===== config.mk =====
export PLATFORM = sky130hd
export DESIGN_NAME = output_port_allocator
export DESIGN_NICKNAME = d
export VERILOG_FILES = /design/src/rtl/noc_pkg.sv /design/src/rtl/output_port_allocator_rr_arbiter.sv /design/src/rtl/output_port_allocator.sv
export SDC_FILE = /design/constraint.sdc
export NUM_CORES = 1
export LEC_CHECK = 0
export ABC_AREA = 0
export CELL_PAD_IN_SITES_DETAIL_PLACEMENT = 1
export CELL_PAD_IN_SITES_GLOBAL_PLACEMENT = 1
export CORE_UTILIZATION = 43
export DETAILED_ROUTE_END_ITERATION = 12
export PLACE_DENSITY = 0.86
export SYNTH_ARGS = -nofsm -noshare
export SYNTH_HDL_FRONTEND = slang
export SYNTH_SLANG_ARGS = --single-unit

===== constraint.sdc =====
create_clock -name clk -period 6.1 [get_ports clk]
set_clock_uncertainty 0.2 [all_clocks]
set_input_delay 1.22 -clock clk [delete_from_list [all_inputs] [get_ports clk]]
set_output_delay 1.22 -clock clk [all_outputs]
set_load 0.005 [all_outputs]

===== src/rtl/noc_pkg.sv =====
// Shared NoC router definitions: port count, port numbering and the
// output-allocator state encoding.
package noc_pkg;

    // Number of router ports competing for each output link.
    localparam int PORT_NUM = 5;

    // Router port numbering; the enum value is the port index.
    typedef enum logic [2:0] {
        NORTH = 3'd0,
        SOUTH = 3'd1,
        EAST  = 3'd2,
        WEST  = 3'd3,
        LOCAL = 3'd4
    } port_t;

    // Output allocator states: link free for arbitration, or held by a packet.
    typedef enum logic {
        IDLE   = 1'b0,
        LOCKED = 1'b1
    } alloc_state_t;

    // Index width for an N-way select; never narrower than one bit.
    function automatic int idx_width(input int n);
        return (n > 1) ? $clog2(n) : 1;
    endfunction

endpackage : noc_pkg


===== src/rtl/output_port_allocator_rr_arbiter.sv =====
// Combinational round-robin arbiter: scans req_i circularly starting at
// ptr_i and returns the first requester as a one-hot grant plus its index.
module rr_arbiter #(
    parameter int N  = 5,
    parameter int IW = (N > 1) ? $clog2(N) : 1
) (
    input  logic [N-1:0]  req_i,
    input  logic [IW-1:0] ptr_i,
    output logic [N-1:0]  gnt_o,
    output logic [IW-1:0] idx_o,
    output logic          any_o
);

    // Circular priority scan; the first hit wins and later hits are masked.
    always_comb begin
        int j;
        gnt_o = '0;
        idx_o = '0;
        any_o = 1'b0;
        j     = 0;
        for (int k = 0; k < N; k++) begin
            j = int'(ptr_i) + k;
            if (j >= N) begin
                j = j - N;
            end
            if (!any_o && req_i[j]) begin
                any_o    = 1'b1;
                gnt_o[j] = 1'b1;
                idx_o    = IW'(j);
            end
        end
    end

endmodule : rr_arbiter


===== src/rtl/output_port_allocator.sv =====
// Per-output-port wormhole allocator. In IDLE the inputs with a head flit
// routed here compete round-robin; the winner is granted in the same cycle
// and owns the link until its tail flit crosses. A credit counter mirrors
// the free space in the downstream input buffer; no flit is sent without
// a credit.
//
// Handshake: grant_o[i] is a pop strobe for input i and coincides with
// out_valid_o; a flit crosses in exactly the cycles where out_valid_o=1.
// credit_i is a one-cycle pulse per freed downstream slot and takes effect
// from the following cycle.
//
// Build option ARB_HEADTAIL_EN: when defined, a single-flit packet (head and
// tail in one flit) is granted in IDLE and the allocator stays IDLE. When
// undefined, head and tail never coincide and every IDLE grant locks.
module output_port_allocator #(
    parameter int PORT_NUM    = noc_pkg::PORT_NUM,
    parameter int BUFFER_SIZE = 8
) (
    input  logic                        clk,
    input  logic                        rst_n,
    input  logic [PORT_NUM-1:0]         head_req_i,
    input  logic [PORT_NUM-1:0]         flit_valid_i,
    input  logic [PORT_NUM-1:0]         tail_i,
    input  logic                        credit_i,
    output logic [PORT_NUM-1:0]         grant_o,
    output logic [$clog2(PORT_NUM)-1:0] xb_sel_o,
    output logic                        out_valid_o,
    output logic                        locked_o
);

    import noc_pkg::*;

    localparam int IW = $clog2(PORT_NUM);
    localparam int CW = $clog2(BUFFER_SIZE + 1);
    localparam logic [CW-1:0] CREDIT_MAX = CW'(BUFFER_SIZE);
    localparam logic [IW-1:0] LAST_IDX   = IW'(PORT_NUM - 1);

    // Registered allocator state.
    alloc_state_t  state_q,   state_d;
    logic [IW-1:0] owner_q,   owner_d;
    logic [IW-1:0] rr_ptr_q,  rr_ptr_d;
    logic [CW-1:0] credits_q, credits_d;

    // Combinational decisions for the current cycle.
    logic [PORT_NUM-1:0] arb_gnt;
    logic [IW-1:0]       arb_idx;
    logic                arb_any;
    logic                can_send;
    logic                transfer;
    logic [PORT_NUM-1:0] grant;
    logic [IW-1:0]       sel;

    // A credit pulse only refills the counter, so sending depends on the
    // registered count alone.
    assign can_send = (credits_q != '0);

    rr_arbiter #(
        .N  (PORT_NUM),
        .IW (IW)
    ) u_rr_arbiter (
        .req_i (head_req_i),
        .ptr_i (rr_ptr_q),
        .gnt_o (arb_gnt),
        .idx_o (arb_idx),
        .any_o (arb_any)
    );

    // Next-state, ownership and grant selection.
    always_comb begin
        state_d  = state_q;
        owner_d  = owner_q;
        rr_ptr_d = rr_ptr_q;
        grant    = '0;
        sel      = owner_q;
        transfer = 1'b0;
        case (state_q)
            IDLE: begin
                // Zero-latency grant: the winning head flit crosses now.
                if (arb_any && can_send) begin
                    grant    = arb_gnt;
                    sel      = arb_idx;
                    transfer = 1'b1;
                    owner_d  = arb_idx;
                    rr_ptr_d = (arb_idx == LAST_IDX) ? '0 : arb_idx + 1'b1;
`ifdef ARB_HEADTAIL_EN
                    // A single-flit packet releases the link as it is sent.
                    state_d  = tail_i[arb_idx] ? IDLE : LOCKED;
`else
                    state_d  = LOCKED;
`endif
                end
            end
            LOCKED: begin
                // Only the owner moves; other heads wait for the tail.
                if (flit_valid_i[owner_q] && can_send) begin
                    grant[owner_q] = 1'b1;
                    transfer       = 1'b1;
                    if (tail_i[owner_q]) begin
                        state_d = IDLE;
                    end
                end
            end
            default: begin
                state_d = IDLE;
            end
        endcase
    end

    // Credit accounting: a send consumes one slot, a returned credit frees
    // one; both together leave the count unchanged.
    always_comb begin
        credits_d = credits_q;
        case ({transfer, credit_i})
            2'b10: credits_d = credits_q - 1'b1;
            2'b01: credits_d = (credits_q == CREDIT_MAX) ? CREDIT_MAX
                                                         : credits_q + 1'b1;
            default: credits_d = credits_q;
        endcase
    end

    // State, ownership, round-robin pointer and credit registers.
    always_ff @(posedge clk or negedge rst_n) begin
        if (!rst_n) begin
            state_q   <= IDLE;
            owner_q   <= '0;
            rr_ptr_q  <= '0;
            credits_q <= CREDIT_MAX;
        end else begin
            state_q   <= state_d;
            owner_q   <= owner_d;
            rr_ptr_q  <= rr_ptr_d;
            credits_q <= credits_d;
        end
    end

    // Outputs are held at zero for the whole time reset is asserted, even
    // though IDLE would otherwise grant a pending head combinationally.
    assign grant_o     = rst_n ? grant : '0;
    assign out_valid_o = rst_n & transfer;
    assign xb_sel_o    = rst_n ? sel : '0;
    assign locked_o    = rst_n & (state_q == LOCKED);

    // A credit returned while the counter is already full means the
    // downstream buffer reported more slots than it has.
    a_credit_overflow: assert property (
        @(posedge clk) disable iff (!rst_n)
        !(credit_i && !transfer && (credits_q == CREDIT_MAX))
    );

    // The link carries at most one flit per cycle.
    a_grant_onehot: assert property (
        @(posedge clk) disable iff (!rst_n)
        $onehot0(grant_o) && (out_valid_o == |grant_o)
    );

`ifndef ARB_HEADTAIL_EN
    // Without single-flit packets a head flit can never also be a tail.
    a_no_headtail: assert property (
        @(posedge clk) disable iff (!rst_n)
        (head_req_i & tail_i) == '0
    );
`endif

endmodule : output_port_allocator


# Word level (Yosys, flattened, before mapping)
# Index checks and enable logic that the tools add are counted.
# classes
order_cmp	17
shift	0
mul	0
addsub	12
reduce_logical	19
div_mod_pow	0
eq_ne	4
bitwise_logic	7
muxes	67
# op_table
cell	count
32-bit by 1-bit greater-or-equal comparator with 1-bit output, second input constant	5
32-bit by 5-bit less-than comparator with 1-bit output, second input constant	5
32-bit 2-to-1 mux	5
32-bit by 4-bit greater-or-equal comparator with 1-bit output, second input constant	4
32-bit by 4-bit subtractor with 32-bit output, second input constant	4
5-bit 2-to-1 mux	8
1-bit 2-to-1 mux	27
3-bit 2-to-1 mux	9
1-bit binary-select mux with 3-bit select	7
5-bit OR	4
1-bit demux with 3-bit select	6
1-bit logical AND	12
5-bit one-hot mux with 2 select lines	1
3-bit by 2-bit adder with 4-bit output, second input constant	2
4-bit one-hot mux with 2 select lines	1
3-bit by 1-bit adder with 4-bit output, second input constant	1
3-bit by 3-bit adder with 4-bit output, second input constant	1
4-bit by 1-bit adder with 4-bit output, second input constant	1
4-bit equality test, second input constant	1
1-bit zero test	4
3-bit by 4-bit less-than comparator with 1-bit output, second input constant	1
4-bit 2-to-1 mux	1
1-bit one-hot mux with 2 select lines	2
4-bit nonzero test	1
other kinds (12)	13
# totals
mem_count	0
mem_bits_ro	0
word_cells	130
ramBits	0
latchBits	0
ff_bits	11
in_bits	18

# Depth between registers and ports, before layout
# logic_depth
ltp_word	23
depth_mapped	22
mapped_depth_nobuf	16

# Cells and area by module
# From an unflattened synthesis, not the netlist that was laid out.
# hier_totals
hier_cells	334
area_unflattened_um2	2715.1
# by_module_without_submodules
mod	cells_per_inst	instances	area_each_um2
rr_arbiter	243	1	1811.7
output_port_allocator	91	1	903.4

# Worst setup path after synthesis
# OpenSTA, ideal clock, no wires.
# synth_path
path_kind	flip-flop to output port
start	register rr_ptr_q[0]
end	output port xb_sel_o[0]
setup_slack_ns	1.023
required_ns	4.680
arrival_ns	3.657
path_stages_with_launch	16
path_cell_list	dfrtp_1 > buf_2 > buf_6 > inv_1 > buf_2 > ha_1 > ha_1 > buf_2 > a31o_2 > or3b_2 > and4_1 > or2_2 > clkbuf_1 > a31oi_2 > nand2_1 > o41ai_1
# synth_between
elab_chain_len	22
word_cells_on_any_way	56
cone_classes	add/sub: 9; order compare: 5; mux: 33; reduce/logical: 9
# synth_lines
item	line_no	source
start: declaration	output_port_allocator.sv:41	logic [IW-1:0] rr_ptr_q, rr_ptr_d;
start signal: assignment	output_port_allocator.sv:131	rr_ptr_q <= rr_ptr_d;
parallel branches: the longest is 19 deep, another holds 32-bit by 4-bit subtractor with 32-bit output	-	
3-bit 2-to-1 mux (*)	-	
3-bit 2-to-1 mux (*)	output_port_allocator.sv:76	case (state_q)
3-bit 2-to-1 mux (*)	output_port_allocator.sv:140	assign xb_sel_o = rst_n ? sel : '0;
end: declaration	output_port_allocator.sv:26	output logic [$clog2(PORT_NUM)-1:0] xb_sel_o,
# Mark *: on every way between the ends. The select of a mux whose other input is x is not followed.

# Worst setup path in the final report
# layout_path
start	input port head_req_i[1]
end	output port grant_o[0]
# layout_between
elab_chain_len	20
word_cells_on_any_way	41
cone_classes	mux: 28; bitwise: 4; reduce/logical: 9
# layout_lines
item	line_no	source
start: declaration	output_port_allocator.sv:21	input logic [PORT_NUM-1:0] head_req_i,
1-bit binary-select mux with 3-bit select	output_port_allocator_rr_arbiter.sv:26	if (!any_o && req_i[j]) begin
1-bit 2-to-1 mux (implied by the code) (2 in a row)	output_port_allocator_rr_arbiter.sv:26	
1-bit 2-to-1 mux	output_port_allocator_rr_arbiter.sv:26	
1-bit zero test	output_port_allocator_rr_arbiter.sv:26	
1-bit logical AND	output_port_allocator_rr_arbiter.sv:26	
1-bit 2-to-1 mux	output_port_allocator_rr_arbiter.sv:26	
1-bit zero test	output_port_allocator_rr_arbiter.sv:26	
1-bit logical AND	output_port_allocator_rr_arbiter.sv:26	
[... 3 more ...]	-	
1-bit 2-to-1 mux	output_port_allocator_rr_arbiter.sv:26	
1-bit zero test	output_port_allocator_rr_arbiter.sv:26	
1-bit logical AND	output_port_allocator_rr_arbiter.sv:26	
1-bit 2-to-1 mux	output_port_allocator_rr_arbiter.sv:26	
1-bit logical AND	output_port_allocator.sv:79	if (arb_any && can_send) begin
5-bit 2-to-1 mux (*)	output_port_allocator.sv:79	
5-bit one-hot mux with 2 select lines (*)	output_port_allocator.sv:76	
5-bit 2-to-1 mux (*)	output_port_allocator.sv:138	assign grant_o = rst_n ? grant : '0;
end: declaration	output_port_allocator.sv:25	output logic [PORT_NUM-1:0] grant_o,
# Every way passes the cells marked *; elsewhere a longest branch is shown, timed or not. The select of a mux whose other input is x is not followed.

==> summary.txt <==
Run status
  – Outcome: complete, no violations

Routing
  – Via Count: 3207
  – Vias per Instance: 6.72
  – DR pass1 iterations: 5
  – Post-Route WL: 9920 µm
  – Initial DRC count: 210
  – Residual DRC: 0
  – Final ANT Viol Nets: 0
  – WL/cell: 20.8 µm

Clock network
  – CTS Sinks: 11
  – CTS tree: built
  – Clock Tree Root: clkbuf_8
  – CTS clk-pin slew, worst paths: 0.05 ns
  – Bufs on Longest Clock Path: 2
  – Clk Latency, worst-skew pair: 0.24 ns
  – # hold bufs at CTS: 0
  – H-tree depth: 1
  – Num CTS Buffers: 3
  – Post-CTS Setup Bufs: 0
  – Resize count post-CTS: 0

Floorplan
  – I/O pins: 28
  – Std-Cell Rows: 28
  – Core Box Area: 0.00603 mm²
  – Die extent in x: 81.6 µm
  – Initial cell density of the core: 45.2%
  – Die area: 0.00666 mm²
  – Die Y: 81.6 µm

Worst setup path
  – Critical Path, Cell by Cell: clkdlybuf4s50_1 > nor2b_1 > a221oi_1 > o22ai_1 > mux2_4 > or3_4 > nor4_1 > nand3_1 > o211ai_1 > clkdlybuf4s50_1
  – R2R depth: 16
  – CP arrival: 4.56 ns
  – Number of cells on the critical path: 10
  – Slowest stage delay, CP: 0.61 ns
  – Most used cell, CP: clkdlybuf4s50_1
  – Crit path kind: primary input to output port
  – Crit end category: output port
  – CP Max Fanout: 10
  – CP delay by family, top: simple AND/OR/NAND/NOR gates
  – Critical path required time: 4.68 ns
  – CP max-delay cell: clkdlybuf4s50_1
  – CP bufs+invs: 2
  – Element type at the critical path start: primary input

Timing
  – Final setup violation count: 0
  – Final min period: 5.98 ns
  – Tcrit/Tclk final: 98.0%
  – Fmax: 0.167 GHz
  – Slew Viols, Final: 0
  – Final hold violations: 0
  – Worst-margin pin slew: 0.771 ns
  – RSZ-0062 raised after global routing: no
  – Slew headroom: 48.2%
  – Final TNS setup: 0 ns
  – Setup ws final: 0.122 ns

Yosys
  – Share of the synthesized area in the top cell type: 11.0%
  – Flops & latches, synth: 11
  – Area leader, netlist: ha_1
  – Sequential share of the synthesized area: 10.1%
  – Number of synthesized flops with an enable pin: 0
  – Avg Inst Size Synth: 7.14 µm²
  – Syn nets: 425
  – Yosys warns: 0
  – Synth Instances: 382
  – Mapped cell area: 0.00273 mm²
  – Synth async-reset ratio: 100%
  – Main synth FF type: dfrtp_1
  – Top cells by area, synth: ha_1, dfrtp_1, nand2_1
  – Count of cell types in the netlist: 72

Cells and area
  – Number of diodes: 0
  – # nets final: 446
  – Commonest non-fill, non-tap cells in the layout: nand2_1, nor2_1, clkdlybuf4s50_1
  – Area grow syn2layout: 14.2%
  – Share of post-route cells with drive strength above 1: 9.45%
  – Most common cell after layout, fill and taps aside: nand2_1
  – # fillers: 774

GRT
  – First-pass GRT wire length: 16000 µm
  – Remaining Overflow, GRT: 0
  – Total GRT Usage: 31.4%
  – Initial antenna violation count: 0
  – Vias in the first global route: 3217
  – Largest net degree at the start of global routing: 47

Placed design
  – Place WS: 0.154 ns
  – IO buf count: 27
  – GPL Wtd Cong: 0.915
  – Hpwl dp: 7520 µm

Hold path
  – Hold path cells: 1
  – Hold Path Class: flip-flop to flip-flop

Job
  – Max Cap Violations: 0
-- logic make-up after synthesis --
family	synth area share, %
and+or+nand+nor	31.0
buffers and inverters	7.25
adders and majority gates	11.7
muxes	5.19
AOI/OAI and AO/OA	32.1
xor gates and xnor gates	2.57
DFF	10.1
-- layout make-up --
type,count,area (µm²),share of cell area (%)
flip-flops and latches,11,277,8.88
clock buffers,4,45.0,1.45
multi-input cells,328,2250,72.4
well taps,75,93.8,3.01
repair buffers,41,375,12.1
inverters,18,67.6,2.17
-- stage by stage --
stage	cell area, µm²	std cells	hold WS (ns)	util (%)
after floorplan	2730	382	0.271	-
after global placement	3070	473	0.300	50.9
after detailed placement	3070	473	0.326	50.9
after CTS	3110	477	0.332	51.6
after global routing	3110	477	0.357	51.7
final	3110	477	0.331	51.7
-- worst paths after layout --
| kind | from | to | slack, ns |
|---|---|---|---|
| worst max-delay path | head_req_i[1] | grant_o[0] | 0.12 |
| worst min-delay path | credits_q[3]$_DFFE_PN1P_ | credits_q[3]$_DFFE_PN1P_ | 0.33 |
| worst max register to register | rr_ptr_q[1]$_DFFE_PN0P_ | credits_q[3]$_DFFE_PN1P_ | 1.53 |
| worst min register to register | credits_q[3]$_DFFE_PN1P_ | credits_q[3]$_DFFE_PN1P_ | 0.33 |
| max in group asynchronous | rst_n | credits_q[3]$_DFFE_PN1P_ | 4.34 |
| min in group asynchronous | rst_n | owner_q[1]$_DFF_PN0_ | 1.11 |
-- Yosys cell counts, types with 10 or more instances --
| cell | number |
|---|---|
| nor2b_1 | 11 |
| a21oi_1 | 21 |
| dfrtp_1 | 10 |
| nand3_1 | 11 |
| ha_1 | 24 |
| nor3_1 | 17 |
| o21ai_0 | 20 |
| nor2_1 | 31 |
| nor4_1 | 10 |
| nand2_1 | 35 |
| clkbuf_1 | 12 |
| nand2b_1 | 11 |
| inv_1 | 18 |
-- registers in the layout (all words and copies together), names as in the netlist --
signal and flops:
rr_ptr_q 3, owner_q 3, state_q 1, credits_q 4
-- routing by layer --
layer,track usage (%),wire [µm],vias to the layer above
met5,0,0,-
met4,11.9,252,0
met3,3.22,604,30
met2,53.5,4850,132
met1,40.5,4200,1559
li1,-,-,1486
Power is not shown: default switching activity piles up to over one toggle a cycle in this logic, so the estimate is an artifact.
